<file path="src/rtl/sfm_pkg.sv">
// Shared types and helpers for the SoftEx wide-port to TCDM lane splitter.
package sfm_pkg;

  localparam int unsigned SFM_LANE_W = 32;

  typedef struct packed {
    logic [SFM_LANE_W-1:0] data;
    logic                  opc;
  } sfm_lane_resp_t;

  // Pointer width that stays legal for a single-entry FIFO.
  function automatic int unsigned sfm_ptr_w(input int unsigned depth);
    return (depth > 1) ? $clog2(depth) : 1;
  endfunction

endpackage

</file>
<file path="src/rtl/sfm_tcdm_splitter_if.sv">
// Wide HCI-style port plus the MP-lane TCDM side, as seen by the splitter.
interface sfm_tcdm_splitter_if #(
  parameter int unsigned DW = 256,
  parameter int unsigned MP = DW / 32
);
  localparam int unsigned LW = sfm_pkg::SFM_LANE_W;

  logic             req_i;
  logic             gnt_o;
  logic [31:0]      add_i;
  logic             wen_i;
  logic [DW/8-1:0]  be_i;
  logic [DW-1:0]    data_i;
  logic [DW-1:0]    r_data_o;
  logic             r_valid_o;
  logic             r_opc_o;

  logic [MP-1:0]    tcdm_req_o;
  logic [MP-1:0]    tcdm_gnt_i;
  logic [MP*LW-1:0] tcdm_add_o;
  logic [MP-1:0]    tcdm_wen_o;
  logic [MP*4-1:0]  tcdm_be_o;
  logic [MP*LW-1:0] tcdm_data_o;
  logic [MP*LW-1:0] tcdm_r_data_i;
  logic [MP-1:0]    tcdm_r_valid_i;
  logic [MP-1:0]    tcdm_r_opc_i;

  modport slave (
    input  req_i, add_i, wen_i, be_i, data_i,
    input  tcdm_gnt_i, tcdm_r_data_i, tcdm_r_valid_i, tcdm_r_opc_i,
    output gnt_o, r_data_o, r_valid_o, r_opc_o,
    output tcdm_req_o, tcdm_add_o, tcdm_wen_o, tcdm_be_o, tcdm_data_o
  );

  modport master (
    output req_i, add_i, wen_i, be_i, data_i,
    output tcdm_gnt_i, tcdm_r_data_i, tcdm_r_valid_i, tcdm_r_opc_i,
    input  gnt_o, r_data_o, r_valid_o, r_opc_o,
    input  tcdm_req_o, tcdm_add_o, tcdm_wen_o, tcdm_be_o, tcdm_data_o
  );

endinterface

</file>
<file path="src/rtl/sfm_splitter_lane_fifo.sv">
// Per-lane response FIFO; optionally first-word fall-through so a push can pop the same cycle.
module sfm_splitter_lane_fifo
  import sfm_pkg::*;
#(
  parameter int unsigned Depth       = 2,
  parameter bit          FallThrough = 1'b0
) (
  input  logic           clk,
  input  logic           rst,
  input  logic           push,
  input  sfm_lane_resp_t wdata,
  input  logic           pop,
  output sfm_lane_resp_t rdata,
  output logic           valid
);

  localparam int unsigned PtrW = sfm_ptr_w(Depth);
  localparam int unsigned CntW = $clog2(Depth + 1);

  sfm_lane_resp_t  mem_q [Depth];
  logic [PtrW-1:0] wr_ptr_q, wr_ptr_d, rd_ptr_q, rd_ptr_d;
  logic [CntW-1:0] cnt_q, cnt_d;
  logic            empty, full, bypass, do_write, do_read;

  function automatic logic [PtrW-1:0] ptr_inc(input logic [PtrW-1:0] p);
    return (p == PtrW'(Depth - 1)) ? '0 : p + 1'b1;
  endfunction

  assign empty  = (cnt_q == '0);
  assign full   = (cnt_q == CntW'(Depth));
  assign bypass = FallThrough && empty && push;
  assign valid  = !empty || bypass;
  assign rdata  = bypass ? wdata : mem_q[rd_ptr_q];

  // A bypassed word that is popped straight away never touches storage.
  assign do_write = push && !(bypass && pop);
  assign do_read  = pop && !empty;

  always_comb begin
    wr_ptr_d = wr_ptr_q;
    rd_ptr_d = rd_ptr_q;
    cnt_d    = cnt_q;
    if (do_write) wr_ptr_d = ptr_inc(wr_ptr_q);
    if (do_read)  rd_ptr_d = ptr_inc(rd_ptr_q);
    if (do_write && !do_read)      cnt_d = cnt_q + 1'b1;
    else if (!do_write && do_read) cnt_d = cnt_q - 1'b1;
  end

  always_ff @(posedge clk or posedge rst) begin
    if (rst) begin
      wr_ptr_q <= '0;
      rd_ptr_q <= '0;
      cnt_q    <= '0;
    end else begin
      wr_ptr_q <= wr_ptr_d;
      rd_ptr_q <= rd_ptr_d;
      cnt_q    <= cnt_d;
    end
  end

  always_ff @(posedge clk) begin
    if (do_write) mem_q[wr_ptr_q] <= wdata;
  end

  // The credit limit in the splitter keeps every lane within Depth entries.
  push_when_full: assert property (@(posedge clk) disable iff (rst) !(push && full));

endmodule

</file>
<file path="src/rtl/sfm_tcdm_splitter.sv">
// Splits one wide memory port into MP independent 32-bit TCDM lanes with grant tracking and
// response realignment. Define SFM_SPLITTER_FALLTHROUGH_EN for fall-through lane FIFOs.
module sfm_tcdm_splitter
  import sfm_pkg::*;
#(
  parameter int unsigned DW         = 256,
  parameter int unsigned MP         = DW / 32,
  parameter int unsigned FIFO_DEPTH = 2
) (
  input logic                clk_i,
  input logic                rst_i,
  sfm_tcdm_splitter_if.slave bus
);

`ifdef SFM_SPLITTER_FALLTHROUGH_EN
  localparam bit FallThrough = 1'b1;
`else
  localparam bit FallThrough = 1'b0;
`endif
  localparam int unsigned CntW = $clog2(FIFO_DEPTH + 1);

  logic [MP-1:0]   granted_q, granted_d;
  logic [MP-1:0]   lane_req, lane_gnt, lane_valid, lane_opc;
  logic [CntW-1:0] outstanding_q, outstanding_d;
  logic            credit_ok, wide_gnt, wide_pop;
  logic [DW-1:0]   r_data;
  sfm_lane_resp_t  lane_head [MP];

  // A partially granted transaction must always be allowed to finish.
  assign credit_ok = (outstanding_q < CntW'(FIFO_DEPTH)) || (granted_q != '0) ||
                     (FallThrough && wide_pop);

  assign lane_req = {MP{bus.req_i & credit_ok}} & ~granted_q;
  assign lane_gnt = bus.tcdm_gnt_i & lane_req;
  assign wide_gnt = bus.req_i & (&(granted_q | lane_gnt));
  assign wide_pop = &lane_valid;

  assign bus.tcdm_req_o  = lane_req;
  assign bus.gnt_o       = wide_gnt;
  assign bus.tcdm_wen_o  = {MP{bus.wen_i}};
  assign bus.tcdm_be_o   = bus.be_i;
  assign bus.tcdm_data_o = bus.data_i;
  assign bus.r_valid_o   = wide_pop;
  assign bus.r_data_o    = r_data;
  assign bus.r_opc_o     = wide_pop & (|lane_opc);

  always_comb begin
    granted_d     = granted_q | lane_gnt;
    outstanding_d = outstanding_q;
    if (wide_gnt) granted_d = '0;
    if (wide_gnt && !wide_pop)      outstanding_d = outstanding_q + 1'b1;
    else if (!wide_gnt && wide_pop) outstanding_d = outstanding_q - 1'b1;
  end

  always_ff @(posedge clk_i or posedge rst_i) begin
    if (rst_i) begin
      granted_q     <= '0;
      outstanding_q <= '0;
    end else begin
      granted_q     <= granted_d;
      outstanding_q <= outstanding_d;
    end
  end

  for (genvar ii = 0; ii < MP; ii++) begin : g_lane
    sfm_lane_resp_t push_resp;

    assign push_resp.data = bus.tcdm_r_data_i[ii*SFM_LANE_W +: SFM_LANE_W];
    assign push_resp.opc  = bus.tcdm_r_opc_i[ii];
    assign bus.tcdm_add_o[ii*SFM_LANE_W +: SFM_LANE_W] = bus.add_i + 32'(4 * ii);

    sfm_splitter_lane_fifo #(
      .Depth       (FIFO_DEPTH),
      .FallThrough (FallThrough)
    ) u_fifo (
      .clk   (clk_i),
      .rst   (rst_i),
      .push  (bus.tcdm_r_valid_i[ii]),
      .wdata (push_resp),
      .pop   (wide_pop),
      .rdata (lane_head[ii]),
      .valid (lane_valid[ii])
    );

    // Heads are only meaningful while every lane holds a word.
    assign r_data[ii*SFM_LANE_W +: SFM_LANE_W] = wide_pop ? lane_head[ii].data : '0;
    assign lane_opc[ii] = lane_head[ii].opc;
  end

endmodule

</file>
<file path="src/flat_wrapper.sv">
// flat-port wrapper written by rule: the top's interface ports become plain ports
module sfm_tcdm_splitter_flat import sfm_pkg::*;
#(
  parameter int unsigned DW         = 256,
  parameter int unsigned MP         = DW / 32,
  parameter int unsigned FIFO_DEPTH = 2
)
  (clk_i, rst_i, bus_req_i, bus_add_i, bus_wen_i, bus_be_i, bus_data_i, bus_tcdm_gnt_i, bus_tcdm_r_data_i, bus_tcdm_r_valid_i, bus_tcdm_r_opc_i, bus_gnt_o, bus_r_data_o, bus_r_valid_o, bus_r_opc_o, bus_tcdm_req_o, bus_tcdm_add_o, bus_tcdm_wen_o, bus_tcdm_be_o, bus_tcdm_data_o);
  sfm_tcdm_splitter_if #(.DW(DW), .MP(MP)) bus_i ();
  input logic clk_i;
  input logic rst_i;
  input wire logic [$bits(bus_i.req_i)-1:0] bus_req_i;
  input wire logic [$bits(bus_i.add_i)-1:0] bus_add_i;
  input wire logic [$bits(bus_i.wen_i)-1:0] bus_wen_i;
  input wire logic [$bits(bus_i.be_i)-1:0] bus_be_i;
  input wire logic [$bits(bus_i.data_i)-1:0] bus_data_i;
  input wire logic [$bits(bus_i.tcdm_gnt_i)-1:0] bus_tcdm_gnt_i;
  input wire logic [$bits(bus_i.tcdm_r_data_i)-1:0] bus_tcdm_r_data_i;
  input wire logic [$bits(bus_i.tcdm_r_valid_i)-1:0] bus_tcdm_r_valid_i;
  input wire logic [$bits(bus_i.tcdm_r_opc_i)-1:0] bus_tcdm_r_opc_i;
  output wire logic [$bits(bus_i.gnt_o)-1:0] bus_gnt_o;
  output wire logic [$bits(bus_i.r_data_o)-1:0] bus_r_data_o;
  output wire logic [$bits(bus_i.r_valid_o)-1:0] bus_r_valid_o;
  output wire logic [$bits(bus_i.r_opc_o)-1:0] bus_r_opc_o;
  output wire logic [$bits(bus_i.tcdm_req_o)-1:0] bus_tcdm_req_o;
  output wire logic [$bits(bus_i.tcdm_add_o)-1:0] bus_tcdm_add_o;
  output wire logic [$bits(bus_i.tcdm_wen_o)-1:0] bus_tcdm_wen_o;
  output wire logic [$bits(bus_i.tcdm_be_o)-1:0] bus_tcdm_be_o;
  output wire logic [$bits(bus_i.tcdm_data_o)-1:0] bus_tcdm_data_o;
  assign bus_i.req_i = bus_req_i;
  assign bus_i.add_i = bus_add_i;
  assign bus_i.wen_i = bus_wen_i;
  assign bus_i.be_i = bus_be_i;
  assign bus_i.data_i = bus_data_i;
  assign bus_i.tcdm_gnt_i = bus_tcdm_gnt_i;
  assign bus_i.tcdm_r_data_i = bus_tcdm_r_data_i;
  assign bus_i.tcdm_r_valid_i = bus_tcdm_r_valid_i;
  assign bus_i.tcdm_r_opc_i = bus_tcdm_r_opc_i;
  assign bus_gnt_o = bus_i.gnt_o;
  assign bus_r_data_o = bus_i.r_data_o;
  assign bus_r_valid_o = bus_i.r_valid_o;
  assign bus_r_opc_o = bus_i.r_opc_o;
  assign bus_tcdm_req_o = bus_i.tcdm_req_o;
  assign bus_tcdm_add_o = bus_i.tcdm_add_o;
  assign bus_tcdm_wen_o = bus_i.tcdm_wen_o;
  assign bus_tcdm_be_o = bus_i.tcdm_be_o;
  assign bus_tcdm_data_o = bus_i.tcdm_data_o;
  sfm_tcdm_splitter #(.DW(DW), .MP(MP), .FIFO_DEPTH(FIFO_DEPTH)) u_core (.clk_i(clk_i), .rst_i(rst_i), .bus(bus_i));
endmodule
</file>
<file path="config.mk">
export PLATFORM = sky130hd
export DESIGN_NAME = sfm_tcdm_splitter_flat
export DESIGN_NICKNAME = d
export VERILOG_FILES = /design/src/rtl/sfm_pkg.sv /design/src/rtl/sfm_tcdm_splitter_if.sv /design/src/rtl/sfm_splitter_lane_fifo.sv /design/src/rtl/sfm_tcdm_splitter.sv /design/src/flat_wrapper.sv
export SDC_FILE = /design/constraint.sdc
export NUM_CORES = 1
export LEC_CHECK = 0
export BUFFER_PORTS_ARGS = -buffer_cell sky130_fd_sc_hd__buf_4
export CAP_MARGIN = 20
export CELL_PAD_IN_SITES_DETAIL_PLACEMENT = 0
export CELL_PAD_IN_SITES_GLOBAL_PLACEMENT = 1
export CORE_AREA = 2 2 550 552
export CTS_BUF_LIST = sky130_fd_sc_hd__clkbuf_8
export CTS_CLUSTER_DIAMETER = 40
export DETAILED_ROUTE_END_ITERATION = 8
export DIE_AREA = 0 0 552 554
export HOLD_SLACK_MARGIN = 0.05
export PLACE_DENSITY_LB_ADDON = 0.1
export SLEW_MARGIN = 20
export SYNTH_ARGS = -nofsm -noshare
export SYNTH_HDL_FRONTEND = slang
export SYNTH_HIERARCHICAL = 1
export SYNTH_SLANG_ARGS = --single-unit
</file>
<file path="constraint.sdc">
create_clock -name clk_i -period 2.9 [get_ports clk_i]
set_input_delay 0.435 -clock clk_i [delete_from_list [all_inputs] [get_ports clk_i]]
set_output_delay 0.435 -clock clk_i [all_outputs]
set_load 0.1 [all_outputs]
</file>
==> results of run 1 <==
[kinds of logic (layout without fill, tap and decap cells)]
group,after synthesis,in the layout
simple gates,559,559
other cells,0,33
fa+ha+maj,18,18
xor+xnor,231,231
compound gates,33,33
buf+inv,482,1661
flops,570,570
mux,264,264
[final timing paths]
check	slack [ns]	end
setup / recovery	-0.25	bus_r_data_o[166]
max in group asynchronous	2.24	u_core/granted_q[5]
hold / removal	0.19	u_core/granted_q[5]
hold reg to reg	0.46	u_core/g_lane[0].u_fifo/cnt_q[1]
setup reg to reg	0.28	u_core/g_lane[1].u_fifo/cnt_q[1]
min in group asynchronous	0.27	u_core/g_lane[2].u_fifo/cnt_q[1]
[cell type report]
cell class	count	area (sq um)
antenna	33	82.6
clock buffer	126	1730
clock inverter	92	593
fill	32800	246000
inverter	25	121
multi-input combinational	1105	13100
sequential	570	16900
tap	3958	4950
timing repair buffer	1417	15300
timing repair inverter	1	8.76
[layer usage]
metal,wire length [um],vias to the layer above
li1,-,9328
met3,25400,246
met5,462,-
met4,2780,68
met2,82900,1135
met1,55800,9823
[synthesized netlist by cell type, types with 10 or more instances]
cell,n,area share (%)
sky130_fd_sc_hd__nand3_1,24,0.40
sky130_fd_sc_hd__nand4_1,13,0.27
sky130_fd_sc_hd__ha_1,18,0.75
sky130_fd_sc_hd__and2_1,269,5.6
sky130_fd_sc_hd__buf_12,24,1.6
sky130_fd_sc_hd__mux2_4,232,12
sky130_fd_sc_hd__xnor2_1,138,4.0
sky130_fd_sc_hd__nor2_1,62,0.77
sky130_fd_sc_hd__buf_2,10,0.17
sky130_fd_sc_hd__nand2_1,108,1.3
sky130_fd_sc_hd__edfxtp_1,528,53
sky130_fd_sc_hd__clkbuf_1,44,0.55
sky130_fd_sc_hd__a21oi_1,19,0.32
sky130_fd_sc_hd__xor2_1,93,2.7
sky130_fd_sc_hd__inv_1,25,0.31
sky130_fd_sc_hd__dfrtp_1,42,3.5
sky130_fd_sc_hd__mux2_2,32,1.2
sky130_fd_sc_hd__buf_4,362,9.0
sky130_fd_sc_hd__nor3_1,14,0.23
[cell usage in the layout, fill, tap and decap left out, types with 33 or more instances in the layout]
cell type                       instances
sky130_fd_sc_hd__and2_1                68
sky130_fd_sc_hd__and2_4               195
sky130_fd_sc_hd__buf_12               279
sky130_fd_sc_hd__buf_4                806
sky130_fd_sc_hd__clkbuf_8             126
sky130_fd_sc_hd__dfrtp_1               34
sky130_fd_sc_hd__diode_2               33
sky130_fd_sc_hd__dlygate4sd3_1        289
sky130_fd_sc_hd__edfxtp_1             528
sky130_fd_sc_hd__inv_1                 60
sky130_fd_sc_hd__mux2_4               232
sky130_fd_sc_hd__nand2_1               95
sky130_fd_sc_hd__nor2_1                53
sky130_fd_sc_hd__xnor2_4               88
sky130_fd_sc_hd__xor2_1                34
sky130_fd_sc_hd__xor2_4                48
[repair_timing]
| action | in CTS | in global routing |
|---|---|---|
| gates cloned | 8 | 3 |
| buffers inserted | 8 | 9 |
| endpoints found under the setup margin | 310 | 331 |
| hold endpoints to repair | 601 | 0 |
| gates resized for setup | 682 | 217 |
| hold buffers | 289 | 0 |
| pin swaps | 41 | 45 |
[power breakdown]
part | leakage, nW | switching, mW | internal [mW]
combinational | 13.5 | 17.5 | 11.1
sequential | 5.43 | 0.647 | 11.0
clock | 1.33 | 3.91 | 4.61
[critical path, delay by kind of cell, from the launching register on]
kind	cells	cell delay, ns
buffers and inverters	5	0.80
and+or+nand+nor	4	0.73
DFF	1	0.36
[state kept, by name (all words and copies together) (netlist names)]
register                       count
u_core/granted_q                   8
u_core/g_lane.u_fifo/cnt_q        16
u_core/g_lane.u_fifo/rd_ptr_q      8
u_core/g_lane.u_fifo/wr_ptr_q      8
u_core/g_lane.u_fifo/mem_q       528
u_core/outstanding_q               2
==> impl_summary.md, run 1 <==
Detailed routing
The via total after detailed routing is 20600. In this run, the number of DRC markers left after iteration 0 of detailed routing was 578. Summed over all layers, the routed wires come to 167 mm. In this run the remaining antenna-violating nets after routing total 0. The average wire per standard cell is 22.8 um. For this run, design rule violations remaining after detail routing come to 0.

The first TritonRoute pass finished after 4 iterations. The ratio of routed vias to standard cells is 2.81.

Global route
The number of global-route vias before repair is 22700. The maximum number of pins on one net before global-route repair is 34. The total overflow left after global routing is 0.

For met1 alone, demand over resource in global routing was 10.1%. Global routing used 7.65% of the available met3 tracks. The first global-routing pass estimated 221 mm of wire. The initial antenna violation count is 70. The busiest layer in global routing is met2. Global routing used 10.6% of the available tracks across all layers. The met2 usage in global routing is 18.5%.

Hold path
In this run the most critical hold path is launched from bus_tcdm_gnt_i[6]. In this run the worst hold path is classified as in2reg. The number of cells traversed by the worst hold path is 3.

Floorplan
The region available for standard cell placement spans 299000 sq um. The die boundary width is 552 um. The total number of placement rows is 201. The I/O pin count is 1423.

The area of the die is 306000 sq um. The initial cell density of the core is 10.0%. The vertical extent of the die is 554 um.

Yosys
The portion of netlist area occupied by mux cells is 12.8%. The post-synthesis adder-cell area fraction is 0.749%. After synthesis, the largest family of logic cells by area is multiplexers. The average instance in the mapped netlist occupies 13.9 sq um. After synthesis the netlist holds a flip-flop and latch count of 570. For this run, the number of Yosys warnings is 6. The proportion of synthesized chip area in sequential cells is 56.2%. Synthesis produced 2157 cells. For this run, asynchronously set or reset flops after synthesis account for 7.37%. Counting every net in the synthesized netlist gives 2779. The mapped netlist covers 30100 sq um. In the synthesized netlist the dominant register cell turns out to be sky130_fd_sc_hd__edfxtp_1.

Summing the areas of all xor and xnor instances in the mapped netlist gives 6.73% of the synthesized area. The synthesized netlist devotes 10.7% of its cell area to simple gates. The area fraction in compound gates after synthesis is 0.666%. The count of distinct cell types in the synthesized netlist is 55.

The number of synthesized flops with an enable pin is 528.

Placement
The cell area after placement is 43700 sq um. The routability-driven placement congestion ratio is 0.712. At the placement stage, the worst setup path has a slack of -0.234 ns.

In this run, placement finished with an instance count of 6760. The detailed-placement wirelength estimate is 135 mm. Input and output buffers added on the ports amount to 819.

Run status
The run finished, with violations left. The final reports fail on setup timing.

Clocking
The clock tree synthesis step divided the H-tree into 3 levels. The tree built by TritonCTS fans out to 570 sinks. TritonCTS built the clock tree.

The CTS buffer count is 120. The buffer cell driving the clock tree root is sky130_fd_sc_hd__clkbuf_8. For the worst-skew pair, the clock arrives at the later sink with an insertion delay of 0.78 ns. After clock tree synthesis, the clock-pin slew on the worst setup and hold paths is 0.06 ns. The clock tree buffer depth is 3.

Timing
At the pin with the least slew margin, the transition time is 0.613 ns. Headroom to the max-slew limit came out at 59.1%. The max-slew violation count is 0. Based on the critical path, the design can be clocked at up to 0.317 GHz.

For the finished layout, the period the worst path requires is 3.15 ns. Setup violations remaining at the end of the flow were counted as 272. The clock skew after layout is 0.0464 ns. The final-report hold violation count is 0.

The least setup slack across all paths after layout is -0.253 ns. Setup repair after global routing could not meet its margin everywhere. The share of the clock period used by the worst path after layout is 109%. Summed over all failing endpoints, the final setup total negative slack is -52.05 ns. Across all hold checks on the routed design, the worst slack comes to 0.194 ns.

Cells and area
Excluding fillers, the count of instances in the completed layout stands at 7327. The finished layout cell area is 52900 sq um. The fraction of final layout cells sized beyond drive strength 1 is 60.6%.

The net count of the finished layout is 3862. The utilization after layout is 17.7%. Compared with the post-synthesis result, the final layout area differs by 75.9%.

Critical path
STA classifies the critical path endpoint as an output port. The critical path class is reg2out. The arrival time of data at the critical path endpoint is 2.72 ns. The largest stage delay on the critical path is 0.36 ns. In this run the critical register-to-register path is launched from u_core/g_lane[6].u_fifo/cnt_q[1]. The slowest cell on the critical path is sky130_fd_sc_hd__dfrtp_1.

The kind of launch point of the worst setup path is a register. The critical path starts at u_core/g_lane[6].u_fifo/cnt_q[1]. Walking the worst path, the cells encountered are or2_4, nand4_1, buf_6, or2_4, inv_12, buf_12, clkbuf_16, and2_4, buf_12.

The largest fanout of any net on the critical path is 9. The number of cells traversed by the worst register-to-register path is 13. The required time of the critical path is 2.47 ns.

Power and ir drop
Summed over all cells, the static leakage comes to 20.3 nW. The design draws 48.9 mW. VDD sags by at most 470 uV. For this design the ratio of total power to cell area is 925 nW/um^2.

Job
Max-cap violations in this run came to 0.
No activity file was read; power rests on OpenSTA's default activity.
==> run 2: changes to the inputs <==
--- a/config.mk
+++ b/config.mk
@@ -5,7 +5,7 @@
 export SDC_FILE = /design/constraint.sdc
 export NUM_CORES = 1
 export LEC_CHECK = 0
-export BUFFER_PORTS_ARGS = -buffer_cell sky130_fd_sc_hd__buf_4
+export BUFFER_PORTS_ARGS = -buffer_cell sky130_fd_sc_hd__buf_2
 export CAP_MARGIN = 20
 export CELL_PAD_IN_SITES_DETAIL_PLACEMENT = 0
 export CELL_PAD_IN_SITES_GLOBAL_PLACEMENT = 1
==> run 2 against run 1 <==
The run still ends with setup timing left. Design area grew 4.5%. Worst hold slack gained 0.082 ns. Non-clock buffer count shrank 10. Clock-buffer cell count grew 29. Power grew 3.9%. Clock power grew 17%. Final cell count grew 0.18%. Largest power group unchanged.
==> impl_summary.md, run 2 (same netlist as run 1, synthesis figures left out) <==
Run status
The run finished, with violations left. The checks that failed: setup timing.

Clocking
The later-pin clock latency in the skew report is 0.88 ns (+0.10 ns). The number of H-tree levels came to 4 (+1). The buffer cell driving the clock tree root is sky130_fd_sc_hd__clkbuf_8. The clock tree buffer depth is 4 (+1). TritonCTS built the clock tree. The total number of clock tree sinks came to 570 (unchanged). The clock slew seen by the registers of the worst setup and hold paths came to 0.06 ns (about the same). The CTS buffer count came to 145 (+21%).

Floorplan
The total number of placement rows is 201 (unchanged). The initial cell density of the core is 10.0% (unchanged). The vertical extent of the die is 554 um (unchanged). The area of the placeable core is 299000 sq um (unchanged).

The I/O pin count is 1423 (unchanged). The area of the die is 306000 sq um (unchanged). The die boundary width is 552 um (unchanged).

Global route
The maximum number of pins on one net before global-route repair was 43 (+26%). The initial antenna violation count was 77 (+10%). The number of global-route vias before repair is 22500 (-0.93%). The global-route total usage across every layer is 10.7% (+0.043 points).

The aggregate global routing overflow is 0 (unchanged). The wire length of the first global-routing pass is 221 mm (about the same).

Cells and area
Ranked by flip-flop count, first place goes to u_core/g_lane.u_fifo/mem_q. The largest registers in the layout are u_core/g_lane.u_fifo/mem_q (528), u_core/g_lane.u_fifo/cnt_q (16). The leading cell type in the layout, fill and taps excluded is sky130_fd_sc_hd__edfxtp_1.

In the layout the commonest cells are sky130_fd_sc_hd__edfxtp_1, sky130_fd_sc_hd__buf_12, sky130_fd_sc_hd__buf_2. The layout net count is 3876 (+0.36%). The post-synthesis to final-layout area growth is 83.7%. The flip-flop count of the largest register, all copies and words added is 528 (unchanged). The number of cells in the finished layout apart from fillers was 7340 (+0.18%). The utilization after layout was 18.5% (+0.79 points). The fraction of final layout cells sized beyond drive strength 1 was 62.8% (+2.2 points). The finished layout cell area is 55200 sq um (+4.5%).

Power and ir drop
The worst-case vdd ir drop is 608 uV (+29%). The areal power density over the cells was 920 nW/um^2 (-0.52%). The sum of internal, switching and leakage power is 50.8 mW (+3.9%). The leakage power of the design was 21.1 nW (+4.2%).

Critical path
The critical path endpoint category is an output port. The critical path class is reg2out. The cell repeated most along the worst path is sky130_fd_sc_hd__buf_12. In this run the worst setup path begins at u_core/g_lane[7].u_fifo/cnt_q[0]. The arrival time of data at the critical path endpoint is 2.67 ns (-0.05 ns). The kind of launch point of the worst setup path is a register. The required time of the critical path is 2.47 ns (about the same). The most critical setup path has its endpoint at bus_r_data_o[213].

The worst register-to-register path ends at u_core/granted_q[3]. In this run the critical register-to-register path is launched from u_core/granted_q[4]. The largest stage delay on the critical path came to 0.36 ns (about the same).

The largest fanout of any net on the critical path is 17 (+8). The number of cells traversed by the worst register-to-register path came to 6 (-7). The slowest cell on the critical path is sky130_fd_sc_hd__dfrtp_1. The critical path goes through or2_4, nand4_1, buf_6, or2_4, inv_12, buf_12, buf_12, and2_4, buf_12. The reg-to-reg setup timing slack was 0.38 ns (+0.10 ns).

Job
The number of max-cap violations is 0 (unchanged).

Detailed routing
The via total after detailed routing was 20800 (+0.75%). The remaining routing DRC violations was 0 (unchanged). The ratio of routed vias to standard cells is 2.83 (+0.57%).

The average wire per standard cell is 22.9 um (+0.44%). The remaining antenna violation count is 0 (unchanged). The number of DRC violations after detailed-routing iteration 0 was 551 (-4.7%). The sum of routed wire length over all layers is 168 mm (+0.62%). The iteration count of the initial detailed-routing pass is 4 (unchanged).

Placement
The number of port buffers was 819 (unchanged). The number of placed cells counting well taps is 6744 (-0.24%). The cell area after placement is 48100 sq um (+10%). The detailed-placement wirelength estimate was 137 mm (+1.6%). The routability-driven placement congestion ratio is 0.710 (-0.28%).

Timing
The final-report hold violation count is 0 (unchanged). The slew at the pin with the worst max-slew slack came to 0.640 ns (+0.0265 ns). The setup total negative slack is -41.43 ns (+10.63 ns). The setup-violating endpoint count in the final report was 257 (-5.5%). The share of the clock period used by the worst path after layout is 107% (-1.7 points). The clock skew after layout was 0.0968 ns (+0.0504 ns). The maximum clock frequency is 0.322 GHz (+1.6%). The least setup slack across all paths after layout is -0.203 ns (+0.0502 ns). The worst slew slack as a fraction of its limit is 57.4% (-1.8 points). Setup repair after global routing could not meet its margin everywhere. The max-slew violation count is 0 (unchanged).

The clock period minus final worst setup slack is 3.10 ns (-0.0502 ns).

Hold path
The type of the worst min-delay path is in2async.
==> run 2: area by class of cell <==
class	count	area [sq um]
inverters	25	125
clock buffers	155	2130
well taps	3958	4950
fillers	32600	244000
repair buffers	1407	16900
diodes	35	87.6
clock inverters	85	637
multi-input cells	1105	13400
flip-flops and latches	570	16900
==> run 2: worst max-delay path, delay by kind of cell (launching register included) <==
family	cells	cell delay, ns
buffers and inverters	5	0.76
DFF	1	0.36
and+or+nand+nor	4	0.69
==> run 2: worst min-delay path by stage <==
stage                                           end  slack, ns  cells past startpoint
2_1_floorplan      u_core/g_lane[0].u_fifo/cnt_q[0]       0.20                      1
3_3_place_gp       u_core/g_lane[4].u_fifo/cnt_q[1]       0.45                      1
3_5_place_dp       u_core/g_lane[2].u_fifo/cnt_q[1]       0.45                      1
4_1_cts        u_core/g_lane[0].u_fifo/mem_q[1][12]       0.13                      2
5_1_grt         u_core/g_lane[0].u_fifo/mem_q[0][7]       0.20                      2
6_report           u_core/g_lane[0].u_fifo/wr_ptr_q       0.28                      3
==> run 2: per-stage QoR <==
stage	setup WS, ns	hold slack, ns
6_report	-0.203	0.276
3_5_place_dp	-0.292	0.451
5_1_grt	-0.408	0.203
4_1_cts	-0.422	0.134
3_3_place_gp	-0.374	0.448
2_1_floorplan	-0.535	0.201
==> run 2: report_power, final <==
group	total (mW)	switching (mW)	internal [mW]
logic	29.2	17.6	11.5
registers	11.7	0.641	11.1
clock network	9.94	4.17	5.77
total	50.8	22.4	28.4
==> run 2: timing repair <==
item                                    4_1_cts  5_1_grt
setup buffers                                18       10
endpoints found under the hold margin       600        0
resized for setup                           210      128
hold buffers                                290        0
cloned                                        1        5
endpoints found under the setup margin      337      360
pin swaps                                    56       33
==> run 2: metal layers <==
layer	up-vias	track usage (%)	share of wire (%)
met1	9827	10.1	33
met5	-	0.688	0.44
met4	80	2.29	1.8
met3	294	7.82	16
met2	1210	18.4	49
li1	9344	-	-
